===== src/rtl/ysyx_22041071_axi_r_slave.sv =====
// AXI4 read-channel responder (AR accept, R return) in front of a 1-cycle synchronous SRAM; one burst outstanding.
// Latency: AR handshake in cycle T -> mem_ren in T+1 -> s_rvalid in T+2; one beat per cycle while s_rready is held high.
// Backpressure: a 2-entry R buffer absorbs s_rready stalls; issue pauses so that buffer and in-flight read never exceed 2 entries.
//
// Ports: clk/reset_n (synchronous, active-low); AR slave channel s_ar*; R slave channel s_r* (s_ruser tied 0);
//        SRAM read port mem_ren/mem_raddr (word index relative to MEM_BASE), mem_rdata valid the cycle after mem_ren.
// Build option: define YSYX_22041071_AXI_RS_STALL_EN to add an LFSR that randomly blocks issue and AR acceptance.

module ysyx_22041071_axi_rs_fifo #(
    parameter int W = 8
) (
    input  logic         clk,
    input  logic         reset_n,
    input  logic         push,
    input  logic [W-1:0] push_dat,
    input  logic         pop,
    output logic [W-1:0] head_dat,
    output logic [1:0]   cnt
);
    // Two-entry FIFO, synchronous flush; caller guarantees no push when full and no pop when empty.
    logic [W-1:0] mem_q [2];
    logic         wr_ptr_q;
    logic         rd_ptr_q;

    always_ff @(posedge clk) begin
        if (!reset_n) begin
            wr_ptr_q <= 1'b0;
            rd_ptr_q <= 1'b0;
            cnt      <= 2'd0;
        end else begin
            if (push) wr_ptr_q <= ~wr_ptr_q;
            if (pop)  rd_ptr_q <= ~rd_ptr_q;
            cnt <= cnt + {1'b0, push} - {1'b0, pop};
        end
    end

    always_ff @(posedge clk) begin
        if (push) mem_q[wr_ptr_q] <= push_dat;
    end

    assign head_dat = mem_q[rd_ptr_q];
endmodule

module ysyx_22041071_axi_r_slave #(
    parameter int                ID_W      = 4,
    parameter int                ADDR_W    = 64,
    parameter int                DATA_W    = 64,
    parameter int                LEN_W     = 8,
    parameter logic [ADDR_W-1:0] MEM_BASE  = 64'h8000_0000,
    parameter logic [ADDR_W-1:0] MEM_SIZE  = 64'h0800_0000,
    parameter logic [7:0]        LFSR_SEED = 8'hA5
) (
    input  logic              clk,
    input  logic              reset_n,
    input  logic              s_arvalid,
    output logic              s_arready,
    input  logic [ID_W-1:0]   s_arid,
    input  logic [ADDR_W-1:0] s_araddr,
    input  logic [LEN_W-1:0]  s_arlen,
    input  logic [2:0]        s_arsize,
    input  logic [1:0]        s_arburst,
    output logic              s_rvalid,
    input  logic              s_rready,
    output logic [ID_W-1:0]   s_rid,
    output logic [DATA_W-1:0] s_rdata,
    output logic [1:0]        s_rresp,
    output logic              s_rlast,
    output logic              s_ruser,
    output logic              mem_ren,
    output logic [ADDR_W-4:0] mem_raddr,
    input  logic [DATA_W-1:0] mem_rdata
);
    localparam logic [1:0] RESP_OKAY   = 2'b00;
    localparam logic [1:0] RESP_SLVERR = 2'b10;
    localparam logic [1:0] RESP_DECERR = 2'b11;
    localparam logic [1:0] BURST_INCR  = 2'b01;

    typedef enum logic [1:0] {IDLE, ISSUE, DRAIN} state_t;

    typedef struct packed {
        logic [DATA_W-1:0] data;
        logic [1:0]        resp;
        logic              last;
    } r_beat_t;

    // An all-zero seed would lock the stall LFSR permanently.
    if (LFSR_SEED == 8'h00) begin : g_seed_check
        $error("LFSR_SEED must be non-zero");
    end

    state_t            state_q, state_d;
    logic [ID_W-1:0]   id_q;
    logic [ADDR_W-1:0] addr_q;
    logic [2:0]        size_q;
    logic [1:0]        burst_q;
    logic [LEN_W:0]    beats_left_q;

    logic              inflight_vld_q;
    logic [1:0]        inflight_resp_q;
    logic              inflight_last_q;

    logic              stall_issue;
    logic              stall_ar;

`ifdef YSYX_22041071_AXI_RS_STALL_EN
    logic [7:0] lfsr_q;

    always_ff @(posedge clk) begin
        if (!reset_n) lfsr_q <= LFSR_SEED;
        else          lfsr_q <= {lfsr_q[6:0], lfsr_q[7] ^ lfsr_q[5] ^ lfsr_q[4] ^ lfsr_q[3]};
    end

    assign stall_issue = lfsr_q[0];
    assign stall_ar    = lfsr_q[1];
`else
    assign stall_issue = 1'b0;
    assign stall_ar    = 1'b0;
`endif

    // Per-beat response classification on the current beat address.
    logic              beat_slverr;
    logic              beat_decerr;
    logic [ADDR_W-1:0] beat_off;
    logic [1:0]        beat_resp;
    logic              beat_last;

    assign beat_off    = addr_q - MEM_BASE;
    assign beat_slverr = burst_q[1] | (size_q > 3'd3);
    // Unsigned offset catches both below-base and past-end addresses.
    assign beat_decerr = (beat_off >= MEM_SIZE);
    assign beat_resp   = beat_slverr ? RESP_SLVERR : (beat_decerr ? RESP_DECERR : RESP_OKAY);
    assign beat_last   = (beats_left_q == {{LEN_W{1'b0}}, 1'b1});

    // R buffer: the in-flight beat lands this cycle and falls straight through when the buffer is empty.
    r_beat_t     push_dat;
    r_beat_t     fifo_head;
    r_beat_t     head;
    logic [1:0]  fifo_cnt;
    logic        fifo_empty;
    logic        fifo_push;
    logic        fifo_pop;
    logic        pop;
    logic [2:0]  occupancy;
    logic        issue;

    assign push_dat.data = (inflight_resp_q == RESP_OKAY) ? mem_rdata : '0;
    assign push_dat.resp = inflight_resp_q;
    assign push_dat.last = inflight_last_q;

    assign fifo_empty = (fifo_cnt == 2'd0);
    assign s_rvalid   = !fifo_empty || inflight_vld_q;
    assign head       = fifo_empty ? push_dat : fifo_head;
    assign pop        = s_rvalid && s_rready;
    assign fifo_push  = inflight_vld_q && !(fifo_empty && s_rready);
    assign fifo_pop   = !fifo_empty && s_rready;

    ysyx_22041071_axi_rs_fifo #(
        .W ($bits(r_beat_t))
    ) u_r_fifo (
        .clk      (clk),
        .reset_n  (reset_n),
        .push     (fifo_push),
        .push_dat (push_dat),
        .pop      (fifo_pop),
        .head_dat (fifo_head),
        .cnt      (fifo_cnt)
    );

    // Entries held after this edge = fifo_cnt + inflight - pop; a new issue needs one spare slot behind them.
    assign occupancy = {1'b0, fifo_cnt} + {2'b00, inflight_vld_q} - {2'b00, pop};
    assign issue     = (state_q == ISSUE) && (occupancy <= 3'd1) && !stall_issue;

    assign mem_ren   = issue && (beat_resp == RESP_OKAY);
    // MEM_BASE is word aligned, so subtracting word indices equals (addr - MEM_BASE) >> 3.
    assign mem_raddr = addr_q[ADDR_W-1:3] - MEM_BASE[ADDR_W-1:3];

    assign s_arready = (state_q == IDLE) && !stall_ar;

    assign s_rdata = s_rvalid ? head.data : '0;
    assign s_rresp = s_rvalid ? head.resp : 2'b00;
    assign s_rlast = s_rvalid ? head.last : 1'b0;
    assign s_rid   = s_rvalid ? id_q : '0;
    assign s_ruser = 1'b0;

    always_ff @(posedge clk) begin
        if (!reset_n) state_q <= IDLE;
        else          state_q <= state_d;
    end

    always_comb begin
        state_d = state_q;
        unique case (state_q)
            IDLE:    if (s_arvalid && s_arready) state_d = ISSUE;
            ISSUE:   if (issue && beat_last)     state_d = DRAIN;
            DRAIN:   if (pop && head.last)       state_d = IDLE;
            default: state_d = IDLE;
        endcase
    end

    always_ff @(posedge clk) begin
        if (!reset_n) begin
            id_q            <= '0;
            addr_q          <= '0;
            size_q          <= 3'd0;
            burst_q         <= 2'b00;
            beats_left_q    <= '0;
            inflight_vld_q  <= 1'b0;
            inflight_resp_q <= 2'b00;
            inflight_last_q <= 1'b0;
        end else begin
            if (s_arvalid && s_arready) begin
                id_q         <= s_arid;
                addr_q       <= s_araddr;
                size_q       <= s_arsize;
                burst_q      <= s_arburst;
                beats_left_q <= {1'b0, s_arlen} + {{LEN_W{1'b0}}, 1'b1};
            end else if (issue) begin
                beats_left_q <= beats_left_q - {{LEN_W{1'b0}}, 1'b1};
                // INCR wraps naturally at 2^ADDR_W; wrapped beats then decode as DECERR.
                if (burst_q == BURST_INCR) addr_q <= addr_q + (ADDR_W'(1) << size_q);
            end
            inflight_vld_q  <= issue;
            inflight_resp_q <= beat_resp;
            inflight_last_q <= beat_last;
        end
    end
endmodule


===== config.mk =====
export PLATFORM = sky130hd
export DESIGN_NAME = ysyx_22041071_axi_r_slave
export DESIGN_NICKNAME = d
export VERILOG_FILES = /design/src/rtl/ysyx_22041071_axi_r_slave.sv
export SDC_FILE = /design/constraint.sdc
export NUM_CORES = 1
export LEC_CHECK = 0
export BUFFER_PORTS_ARGS = -buffer_cell sky130_fd_sc_hd__buf_2
export CAP_MARGIN = 30
export CORE_MARGIN = 2
export CORE_UTILIZATION = 40
export CTS_BUF_LIST = sky130_fd_sc_hd__clkbuf_16
export DETAILED_ROUTE_END_ITERATION = 12
export SYNTH_ARGS = -nofsm -noshare
export SYNTH_HDL_FRONTEND = slang
export SYNTH_SLANG_ARGS = --single-unit

===== constraint.sdc =====
create_clock -name clk -period 8.2 [get_ports clk]
set_input_delay 1.64 -clock clk [delete_from_list [all_inputs] [get_ports clk]]
set_output_delay 1.64 -clock clk [all_outputs]
set_load 0.02 [all_outputs]

==> impl_metrics.yaml <==
final_layout:
  syn2layout_area_growth_pct: 17.93
  final_cell_area_um2: 14610
  final-seq-area_um2: 5889
  nets: 1680
  multi_input_area_um2: 5608
  fillers: 2952
  drive_above_1_share_pct: 23.37
synthesis:
  seq_area_frac_synth_pct: 47.51
  synth_warnings: 0
  synthTopCellsByCount: "nand2_1 (145), edfxtp_1 (134), dfxtp_1 (93)"
  synth_top_area_share_pct: 32.48
  synth_nets: 1478
  syn_avg_cell_area_um2: 9.458
  yosys.area.top_type: "edfxtp_1"
  synth_most_common_cell: "nand2_1"
  synth-edff-count: 134
  synth.distinct_cells: 75
  ys_ff_latch: 227
  syn-instance-count: 1310
  synth_flop_cell: "edfxtp_1"
  synth_area_leaders: "edfxtp_1 (32%), dfxtp_1 (15%), mux2i_1 (5.5%), nand2_1 (4.4%), o22ai_1 (3.3%)"
  netlist_area_um2: 12390
  async_reset_ff_share_pct: 0
min_path:
  min_from: "id_q[0]"
  hold_end: "id_q[0]"
  holdPathStages: 2
  hold_class: "register to register"
global_routing:
  grt_overflow: 0
  grt_max_degree: 101
  grt_pass1_vias: 10160
  antenna_found_initial: 10
  grt_pass1_wl_mm: 54.41
  grtUsageTotal_pct: 20.21
clock_network:
  clock_sink_count: 227
  ctsResizeCount: 0
  numCtsBuffers: 26
  h-tree-depth: 1
  post_cts_buffers: 0
  clk-insertion-delay-late_ns: 0.53
  path_clk_slew_ns: 0.06
  cts_buffer_depth: 3
  hold_buffers: 0
  cts_root_buf: "clkbuf_16"
  cts_tree: "yes"
timing:
  hold_slack_ns: 0.4543
  fin_crit_ns: 5.808
  max-slew-margin-rel_pct: 34.87
  fin_crit_sh_pct: 70.82
  max_freq_ghz: 0.1722
  tightest_slew_ns: 0.9756
  fin_skew_ns: 0.01404
  finalSetupViolCount: 0
  hold_viol: 0
  slew_viol_final: 0
  setup_tns_ns: 0
  rsz0062_at_grt: "no"
  fin_ws_ns: 2.392
worst_setup_path:
  worstSetupPathType: "register to output pin"
  cp_max_fo: 13
  worstSetupStartpointType: "register"
  reg2reg_slack_ns: 3.80
  cp.arrival_ns: 4.17
  crit_path_end_kind: "output pin"
  reg2reg_to: "addr_q[26]"
  required_ns: 6.56
  worstRegToRegCells: 14
  r2r-start: "u_r_fifo.cnt[1]"
floorplan:
  die_y_um: 180.0
  die_w_um: 180.0
  io_pins: 285
  initial_core_util_pct: 40.61
  fp.coreArea_um2: 30510
  rows: 64
  die_area_um2: 32400
routing:
  drt_pre_antenna_iters: 5
  drc: 0
  wl_mm: 33.82
  routedWlPerCell_um: 17.49
  initialDrtViolationCount: 524
  ant_nets: 0
  avgViaCountPerCell: 5.384
  vias: 10410
power_and_ir_drop:
  p_leak_uw: 0.006053
  total_power_uw: 3784
  vdd_drop_max_mv: 0.1445
  powerDensity_nw_per_um2: 259.0
placement:
  dpl.hpwl_mm: 22.98
  globalplace.congestion: 0.8979
  placed_cell_area_um2: 13840
  port_buffers: 283
  place_ws_ns: 2.655
status:
  run_status: "complete, no violations"
job:
  cap_viol_max_count: 0
state kept, by name, indices dropped and copies added, names as in the netlist, named ones only:
name,cells
addr_q,64
beats_left_q,9
burst_q,2
id_q,4
inflight_last_q,1
inflight_resp_q,2
inflight_vld_q,1
size_q,3
state_q,2
u_r_fifo.cnt,2
u_r_fifo.mem_q,134
u_r_fifo.rd_ptr_q,1
u_r_fifo.wr_ptr_q,1
metal layers:
metal / wire [um] / vias up / GRT usage (%)
li1: - / 5131 / -
met1: 14800 / 4886 / 26.66
met2: 15990 / 329 / 34.07
met3: 2436 / 52 / 4.619
met4: 518 / 10 / 4.065
met5: 66 / - / 0
per-stage QoR:
step | utilization (%) | cells
after floorplan | - | 1310
after global placement | 45.37 | 1880
after detailed placement | 45.37 | 1880
after CTS | 47.85 | 1928
after global routing | 47.86 | 1929
final | 47.89 | 1933
kinds of logic (layout without fill, tap and decap cells):
| group | Yosys count | in the layout | share of synthesized area, % |
|---|---|---|---|
| fa+ha+maj | 19 | 19 | 2.040 |
| compound gates | 263 | 263 | 13.05 |
| simple gates | 439 | 439 | 18.54 |
| other cells | 1 | 6 | 0.03027 |
| buf+inv | 212 | 434 | 7.544 |
| flops | 227 | 227 | 47.51 |
| mux | 70 | 70 | 5.706 |
| xor+xnor | 79 | 79 | 5.585 |
report_power, final:
part | switching, uW | internal, uW
logic | 827 | 454
clock network | 462 | 573
registers | 124 | 1340
total | 1410 | 2370
cell type report:
type | count | share of cell area (%)
clock buffers | 26 | 4.453
flip-flops and latches | 227 | 40.31
repair buffers | 295 | 10.31
diodes | 5 | 0.08564
multi-input cells | 871 | 38.38
well taps | 396 | 3.391
clock inverters | 22 | 0.7279
inverters | 91 | 2.338
cell usage in the layout (no fill, tap or decap), types with 5 or more instances in the layout:
cell type    n
or4_1        7
nor3_1      35
ha_1        17
clkbuf_16   26
inv_1      100
dfxtp_1     92
edfxtp_1   134
and3_1      16
buf_2      283
clkinv_1     7
o21ai_0     62
o22ai_1     66
a21boi_0     5
and2_1      13
o31ai_1      9
diode_2      5
xnor2_1     46
o21a_1       6
nor4_1      20
a211oi_1    21
nand3_1     41
buf_4       12
and4_1       6
a31oi_1     13
nand2_1    143
nand4_1     24
or3_1       22
xor2_1      33
mux2i_1     68
nor2_1      59
a21oi_1     50
how the worst max path moves through the flow:
stage	end	startpoint	slack [ns]
global route	mem_ren	addr_q[31]	2.07
floorplan	u_r_fifo.mem_q[0][0]	s_rready	2.69
detailed placement	mem_ren	s_rready	2.66
CTS	mem_ren	addr_q[31]	2.38
global placement	mem_ren	s_rready	2.67
finish	mem_ren	addr_q[31]	2.39
critical path, stage by stage (launching register included):
cell and delay, ns:
dfxtp_1 0.36, inv_1 0.15, ha_1 0.25, nor3b_2 0.37
nand2_1 0.34, a2111oi_0 0.49, nand4_1 0.15, or4_1 0.52
or4_4 0.55, nor4b_2 0.25, buf_2 0.21
Power figures use the tool's default switching activity.
